--- src/rtl/fc_layer_sequencer.sv ---
// Frame sequencer for a combinational fully-connected layer: gathers a serial
// input vector, presents it in parallel, waits for the layer to settle, then streams the results.
module fc_layer_sequencer #(
  parameter int WIDTH = 8,
  parameter int IN    = 128,
  parameter int OUT   = 10,
  parameter int ACC_W = 23,
  parameter int LAT   = 2
) (
  input  logic                     clk,
  input  logic                     rst_n,
  input  logic                     in_valid,
  output logic                     in_ready,
  input  logic [WIDTH-1:0]         in_data,
  input  logic                     in_last,
  output logic [IN*WIDTH-1:0]      vec_out,
  output logic                     vec_valid,
  input  logic [OUT*ACC_W-1:0]     res_in,
  output logic                     out_valid,
  input  logic                     out_ready,
  output logic [ACC_W-1:0]         out_data,
  output logic [$clog2(OUT)-1:0]   out_idx,
  output logic                     out_last,
  output logic                     busy,
  output logic                     short_frame
);

  localparam int ADDR_W = (IN > 1) ? $clog2(IN) : 1;
  localparam int LEN_W  = $clog2(IN + 1);
  localparam int IDX_W  = $clog2(OUT);

  localparam logic [ADDR_W-1:0] LAST_ELEM  = ADDR_W'(IN - 1);
  localparam logic [IDX_W-1:0]  LAST_IDX   = IDX_W'(OUT - 1);
  localparam logic [3:0]        SETTLE_END = 4'(LAT - 1);

  typedef enum logic [1:0] {
    LOAD,
    SETTLE,
    CAPTURE,
    DRAIN
  } state_t;

  state_t state, state_nxt;

  logic [ADDR_W-1:0] cnt;
  logic [LEN_W-1:0]  len;
  logic [3:0]        settle_cnt;
  logic [IDX_W-1:0]  idx;

  logic [WIDTH-1:0]  vbuf [IN];
  logic [ACC_W-1:0]  rbuf [OUT];

  logic accept;
  logic close_frame;
  logic fire;
  logic drain_done;

  assign accept      = in_valid && in_ready;
  assign close_frame = accept && (in_last || (cnt == LAST_ELEM));
  assign fire        = out_valid && out_ready;
  assign drain_done  = fire && (idx == LAST_IDX);

  always_comb begin
    state_nxt = state;
    in_ready  = 1'b0;
    vec_valid = 1'b0;
    out_valid = 1'b0;
    busy      = 1'b1;
    case (state)
      LOAD: begin
        in_ready = 1'b1;
        busy     = 1'b0;
        if (in_valid && (in_last || (cnt == LAST_ELEM))) state_nxt = SETTLE;
      end
      SETTLE: begin
        vec_valid = 1'b1;
        if (settle_cnt == SETTLE_END) state_nxt = CAPTURE;
      end
      CAPTURE: begin
        vec_valid = 1'b1;
        state_nxt = DRAIN;
      end
      DRAIN: begin
        out_valid = 1'b1;
        if (out_ready && (idx == LAST_IDX)) state_nxt = LOAD;
      end
      default: state_nxt = LOAD;
    endcase
  end

  always_ff @(posedge clk or negedge rst_n) begin
    if (!rst_n) begin
      state       <= LOAD;
      cnt         <= '0;
      len         <= LEN_W'(IN);
      settle_cnt  <= '0;
      idx         <= '0;
      short_frame <= 1'b0;
    end else begin
      state       <= state_nxt;
      short_frame <= close_frame && in_last && (cnt != LAST_ELEM);

      // cnt parks on the closing element and is cleared once the frame has drained
      if (drain_done) begin
        cnt <= '0;
        len <= LEN_W'(IN);
      end else if (close_frame) begin
        len <= LEN_W'(cnt) + LEN_W'(1);
      end else if (accept) begin
        cnt <= cnt + ADDR_W'(1);
      end

      if (state == SETTLE) begin
        settle_cnt <= (settle_cnt == SETTLE_END) ? 4'd0 : settle_cnt + 4'd1;
      end

      if (state == CAPTURE) begin
        idx <= '0;
      end else if (fire) begin
        idx <= drain_done ? '0 : idx + IDX_W'(1);
      end
    end
  end

  // Data buffers are never reset; their outputs are masked whenever not meaningful.
  always_ff @(posedge clk) begin
    if (accept) vbuf[cnt] <= in_data;
    if (state == CAPTURE) begin
      for (int j = 0; j < OUT; j++) rbuf[j] <= res_in[j*ACC_W +: ACC_W];
    end
  end

  // Elements past len read as zero, so short frames are padded without clearing the buffer.
  always_comb begin
    vec_out = '0;
    for (int i = 0; i < IN; i++) begin
      if (vec_valid && (LEN_W'(i) < len)) vec_out[i*WIDTH +: WIDTH] = vbuf[i];
    end
  end

  assign out_data = out_valid ? rbuf[idx] : '0;
  assign out_idx  = idx;
  assign out_last = out_valid && (idx == LAST_IDX);

endmodule
--- config.mk ---
export PLATFORM = sky130hd
export DESIGN_NAME = fc_layer_sequencer
export DESIGN_NICKNAME = d
export VERILOG_FILES = /design/src/rtl/fc_layer_sequencer.sv
export SDC_FILE = /design/constraint.sdc
export NUM_CORES = 2
export LEC_CHECK = 0
export BUFFER_PORTS_ARGS = -buffer_cell sky130_fd_sc_hd__buf_2
export CAP_MARGIN = 10
export CORE_AREA = 2 2 503 505
export DETAILED_ROUTE_END_ITERATION = 6
export DIE_AREA = 0 0 505 507
export SLEW_MARGIN = 20
export SYNTH_ARGS = -nofsm -noshare
export SYNTH_HDL_FRONTEND = slang
export SYNTH_SLANG_ARGS = --single-unit
--- constraint.sdc ---
create_clock -name clk -period 11.05 [get_ports clk]
set_input_delay 0.5525 -clock clk [delete_from_list [all_inputs] [get_ports clk]]
set_output_delay 0.5525 -clock clk [all_outputs]
set_load 0.05 [all_outputs]
[After elaboration in Yosys (flattened, before gate mapping)]
Memories as Yosys holds them, arrays and structs flattened.
Index checks and enable logic that the tools add are counted.
Word-level totals
  register bits after elaboration: 26
  bits in latches: 0
  bits in writable memories: 1254
  bits in read-only memories: 0
  input port bits: 243
  output and inout bits: 1057
  logic and storage cells: 446
  memories kept: 2
Operators by class
  add/subtract/negate cells: 4
  multipliers: 0
  divide/modulo/power cells: 0
  order comparisons: 128
  equality and inequality tests: 11
  shift-type cells: 0
  mux-type cells: 150
  bitwise logic cells: 0
  reductions and logical operators: 145
Memory list
  vbuf: depth 128, bits a word 8, rd ports 128, clocked after Yosys merged registers in 0, wr ports 1, RTL line 50  | logic [WIDTH-1:0] vbuf [IN];
  rbuf: depth 10, bits a word 23, rd ports 1, clocked after Yosys merged registers in 0, wr ports 10, RTL line 51  | logic [ACC_W-1:0] rbuf [OUT];
Operators with widths (number)
  2-to-1 mux 8 bit: 130
  less-than comparator 7 x 8 -> 1 bit (first input constant): 64
  less-than comparator 6 x 8 -> 1 bit (first input constant): 32
  logical AND 1 bit: 137
  less-than comparator 5 x 8 -> 1 bit (first input constant): 16
  less-than comparator 4 x 8 -> 1 bit (first input constant): 8
  less-than comparator 3 x 8 -> 1 bit (first input constant): 4
  2-to-1 mux 23 bit: 1
  2-to-1 mux 7 bit: 3
  less-than comparator 1 x 8 -> 1 bit (first input constant): 2
  less-than comparator 2 x 8 -> 1 bit (first input constant): 2
  2-to-1 mux 4 bit: 4
  adder 4 x 1 -> 4 bit (second input constant): 2
  adder 7 x 1 -> 8 bit (second input constant): 1
  2-to-1 mux 1 bit: 8
  case mux 2 bit (4 select lines): 1
  adder 7 x 1 -> 7 bit (second input constant): 1
  equality test 7 bit (second input constant): 1
  != test 7 bit (second input constant): 1
  2-to-1 mux 2 bit: 3
  != test 2 bit (second input constant): 3
  nonzero test 2 bit: 3
  equality test 2 bit (second input constant): 2
  equality test 4 x 1 -> 1 bit (second input constant): 1
  other kinds (8): 8

[Depth between registers and ports, before layout]
  depth in word-level cells: 7
  mapped depth: 9
  mapped depth without buffers: 6

[Least setup slack after synthesis]
No wires, ideal clock.
  kind: reg-to-reg
  start: register state[0]
  end: memory rbuf[0][0], enable pin
  library setup time: 0.625 ns
  data arrival time: 5.905 ns
  data required time: 10.425 ns
  setup slack: 4.520 ns
  stages on the path, launching flop included: 3
  path buffers: 0
  clock period less this slack: 6.530 ns
  path through: dfrtp_1 inv_1 ha_1
RTL lines
  start: declaration: RTL line 43  | state_t state, state_nxt;
  start signal: assignment: RTL line 100  | state <= state_nxt;
  end: declaration: RTL line 51

[Worst setup path after layout]
  start: register state[1]
  end: output port vec_out[754]
On the way
  longest elaborated chain between the ends: 5
  elaborated cells on any way between the ends: 6
  classes of those cells: eq/ne: 2; mux: 2; reduce/logical: 2
RTL lines
  equality test 2 x 1 -> 1 bit or equality test 2 bit (tied branches): RTL line 69  | case (state)
  OR reduction 2 bit (no line) *
  2-to-1 mux 1 bit *: RTL line 69
  logical AND 1 bit *: RTL line 137  | if (vec_valid && (LEN_W'(i) < len)) vec_out[i*WIDTH +: WIDTH] = vbuf[i];
  2-to-1 mux 8 bit *: RTL line 137
  end: declaration: RTL line 16  | output logic [IN*WIDTH-1:0] vec_out,
Mark *: on every way between the ends. The rest lies on a longest branch, timed or not.

==> results.toml <==
[sta]
finalMaxSlewViolations = 0
finalHoldViolations = 0
tightest_slew_ns = 1.19
finClkSkew_ns = 0.0364
rsz0062_at_grt = "no"
fmax_ghz = 0.190
fin_setup_tns_ns = 0
period_needed_ns = 5.26
holdWs_ns = 0.120
setup_viol = 0
min_period_over_period = 0.476
timing.slew.headroom = 0.201

[worst_hold_path]
hold_depth = 3
hp-class = "primary input to flop"
hold_end = "short_frame"
min_from = "in_valid"

[die]
die_w_um = 505
die_h_um = 507
die-area_um2 = 256000
start_util = 0.196
pin_count = 1300
coreArea_um2 = 250000
row_count = 184

[critical_path]
reg2reg_slack_ns = 7.48
reg2reg_to = "vbuf[109][6]"
reg2reg_depth = 7
crit_fanout = 54
path_class = "flop to output pin"
cp.required_ns = 10.50
timing.rr.start = "state[0]"
crit_path_start = "state[1]"
cp.arrival_ns = 4.71
critPathLaunchType = "flop"
cp-end-kind = "output pin"

[final_layout]
synthToLayoutAreaGrowth_pct = 37.3
seqCellArea_um2 = 38300
drive_gt1_frac = 0.354
fin_util = 0.269
fillers = 25700
finish.cell_count_without_fillers = 8186
multiInputGateArea_um2 = 10700
nets = 4957

[drt]
drc = 0
dr.pass1.iters = 5
routedWlPerCell_um = 26.1
wirelength_mm = 214
num_vias = 33000
drt_iter0_markers = 2742
via_per_inst = 4.03
ant_nets = 0

[clocking]
cts.clk_slew.worst_paths_ns = 0.07
insertion_delay_ns = 0.79
cts_setup_buffers = 0
cts_resized = 0
cts_buffer_depth = 3
numCtsBuffers = 140
cts.sinks = 1280
ctsHtreeMaxLevel = 4
cts_hold_buf = 232
tritoncts = "done"
cts-root-buf = "clkbuf_16"

[placement]
gp_congestion = 0.869
dp_cells = 7680
hpwlAfterDp_mm = 154
io_buffers = 1299

[yosys]
avgSynthCellArea_um2 = 16.3
yosys_warnings = 0
synthTopCellsByArea = "edfxtp_1, and2_1, mux4_2"
yosysSeqAreaShare = 0.779
ys_types = 56
syn-num-nets = 3267
yosysTopAreaCellShare = 0.766
synth_edf_count = 1254
synth_largest_area_cell = "edfxtp_1"
synth_seq_cells = 1280
synthArstFlopShare = 0.0203
synthTopCellsByCount = "edfxtp_1, and2_1, nor2_1"
netlist_instances = 3016
netlist_area_um2 = 49200
synth.most_common_cell = "edfxtp_1"
yosys_most_used_dff = "edfxtp_1"

[global_route]
grt_util_all_layers = 0.160
grt_pass1_vias = 33400
grt_antenna_before_repair = 33
gr-total-overflow = 0
grt_first_pass_wirelength_mm = 281
grt_max_degree = 86

[outcome]
status = "complete, no violations"

[run]
cap_viol_max_count = 0
==> critical path, stage by stage, from the launching register on <==
cell and delay (ns):
dfrtp_1 0.42, inv_1 0.14, ha_4 0.82, o21a_1 0.63
nand2_1 0.43, o21ai_1 0.79, buf_4 0.27, and2_1 0.13
buf_2 0.26
==> sequential cells by signal (all words and copies together), names as in the netlist <==
signal,count
vbuf,1024
rbuf,230
len,8
cnt,7
out_idx,4
settle_cnt,4
state,2
short_frame,1
==> cell usage in the layout (no fill, tap or decap), drive strengths merged, types with 5 or more instances in the layout <==
cell type    netlist  layout
buf               30    1399
nand3             22      22
nor2b            130     130
dfrtp             25      25
and2             869     869
o21ai             44      44
nor2             195     195
nand2b             5       5
ha                 8       8
mux4              46      46
inv                5      19
bufinv             0       8
nand4              7       7
nand2             84      84
o22ai             23      23
clkbuf            53     177
and3              34      34
xor2               5       5
diode              0      22
clkinv             1      51
a211oi             6       6
a21oi             78      78
o21a               8       8
mux2i             27      27
edfxtp          1254    1254
nor3               7       7
dlygate4sd3        0     232
==> final cells by class <==
type / instances / area share
multi-input combinational: 1647 / 0.159
clock inverter: 75 / 0.0119
clock buffer: 177 / 0.0549
timing repair buffer: 1631 / 0.143
tap: 3348 / 0.0621
antenna: 22 / 0.000816
inverter: 6 / 0.000334
sequential: 1280 / 0.568
==> logic make-up (layout without fill, tap and decap cells) <==
logic type,Yosys count,count (layout),share of synthesized area
buffers and inverters,89,1889,0.00776
flip-flops,1280,1280,0.779
AND/OR/NAND/NOR,1376,1376,0.161
XOR/XNOR,9,9,0.00160
AO/OA/AOI/OAI,181,181,0.0217
other,0,22,0
adder cells (fa/ha/maj),8,8,0.00204
multiplexers,73,73,0.0266
==> worst max path at each step <==
stage | end | slack [ns] | cells past startpoint
finish | vec_out[754] | 5.79 | 8
global route | vec_out[758] | 5.45 | 8
CTS | vec_out[745] | 5.44 | 7
detailed placement | vec_out[745] | 6.35 | 7
global placement | vec_out[745] | 6.45 | 7
floorplan | rbuf[0][0] | 4.52 | 2
==> through the flow <==
stage / area (µm²) / worst slack (ns)
5_1_grt: 67400 / 5.45
2_1_floorplan: 49200 / 4.52
3_3_place_gp: 60500 / 6.45
3_5_place_dp: 60600 / 6.35
6_report: 67500 / 5.79
4_1_cts: 67400 / 5.44
==> metal layers <==
layer,up-vias,share of wire,track usage
met4,0,0.049,0.0774
met2,1863,0.51,0.287
met1,16500,0.37,0.179
li1,14300,-,-
met5,-,0,0
met3,353,0.068,0.0345
Power is left out: the tool's default activity adds up to more than one toggle a clock period on the data nets, which glitch-free logic cannot reach.
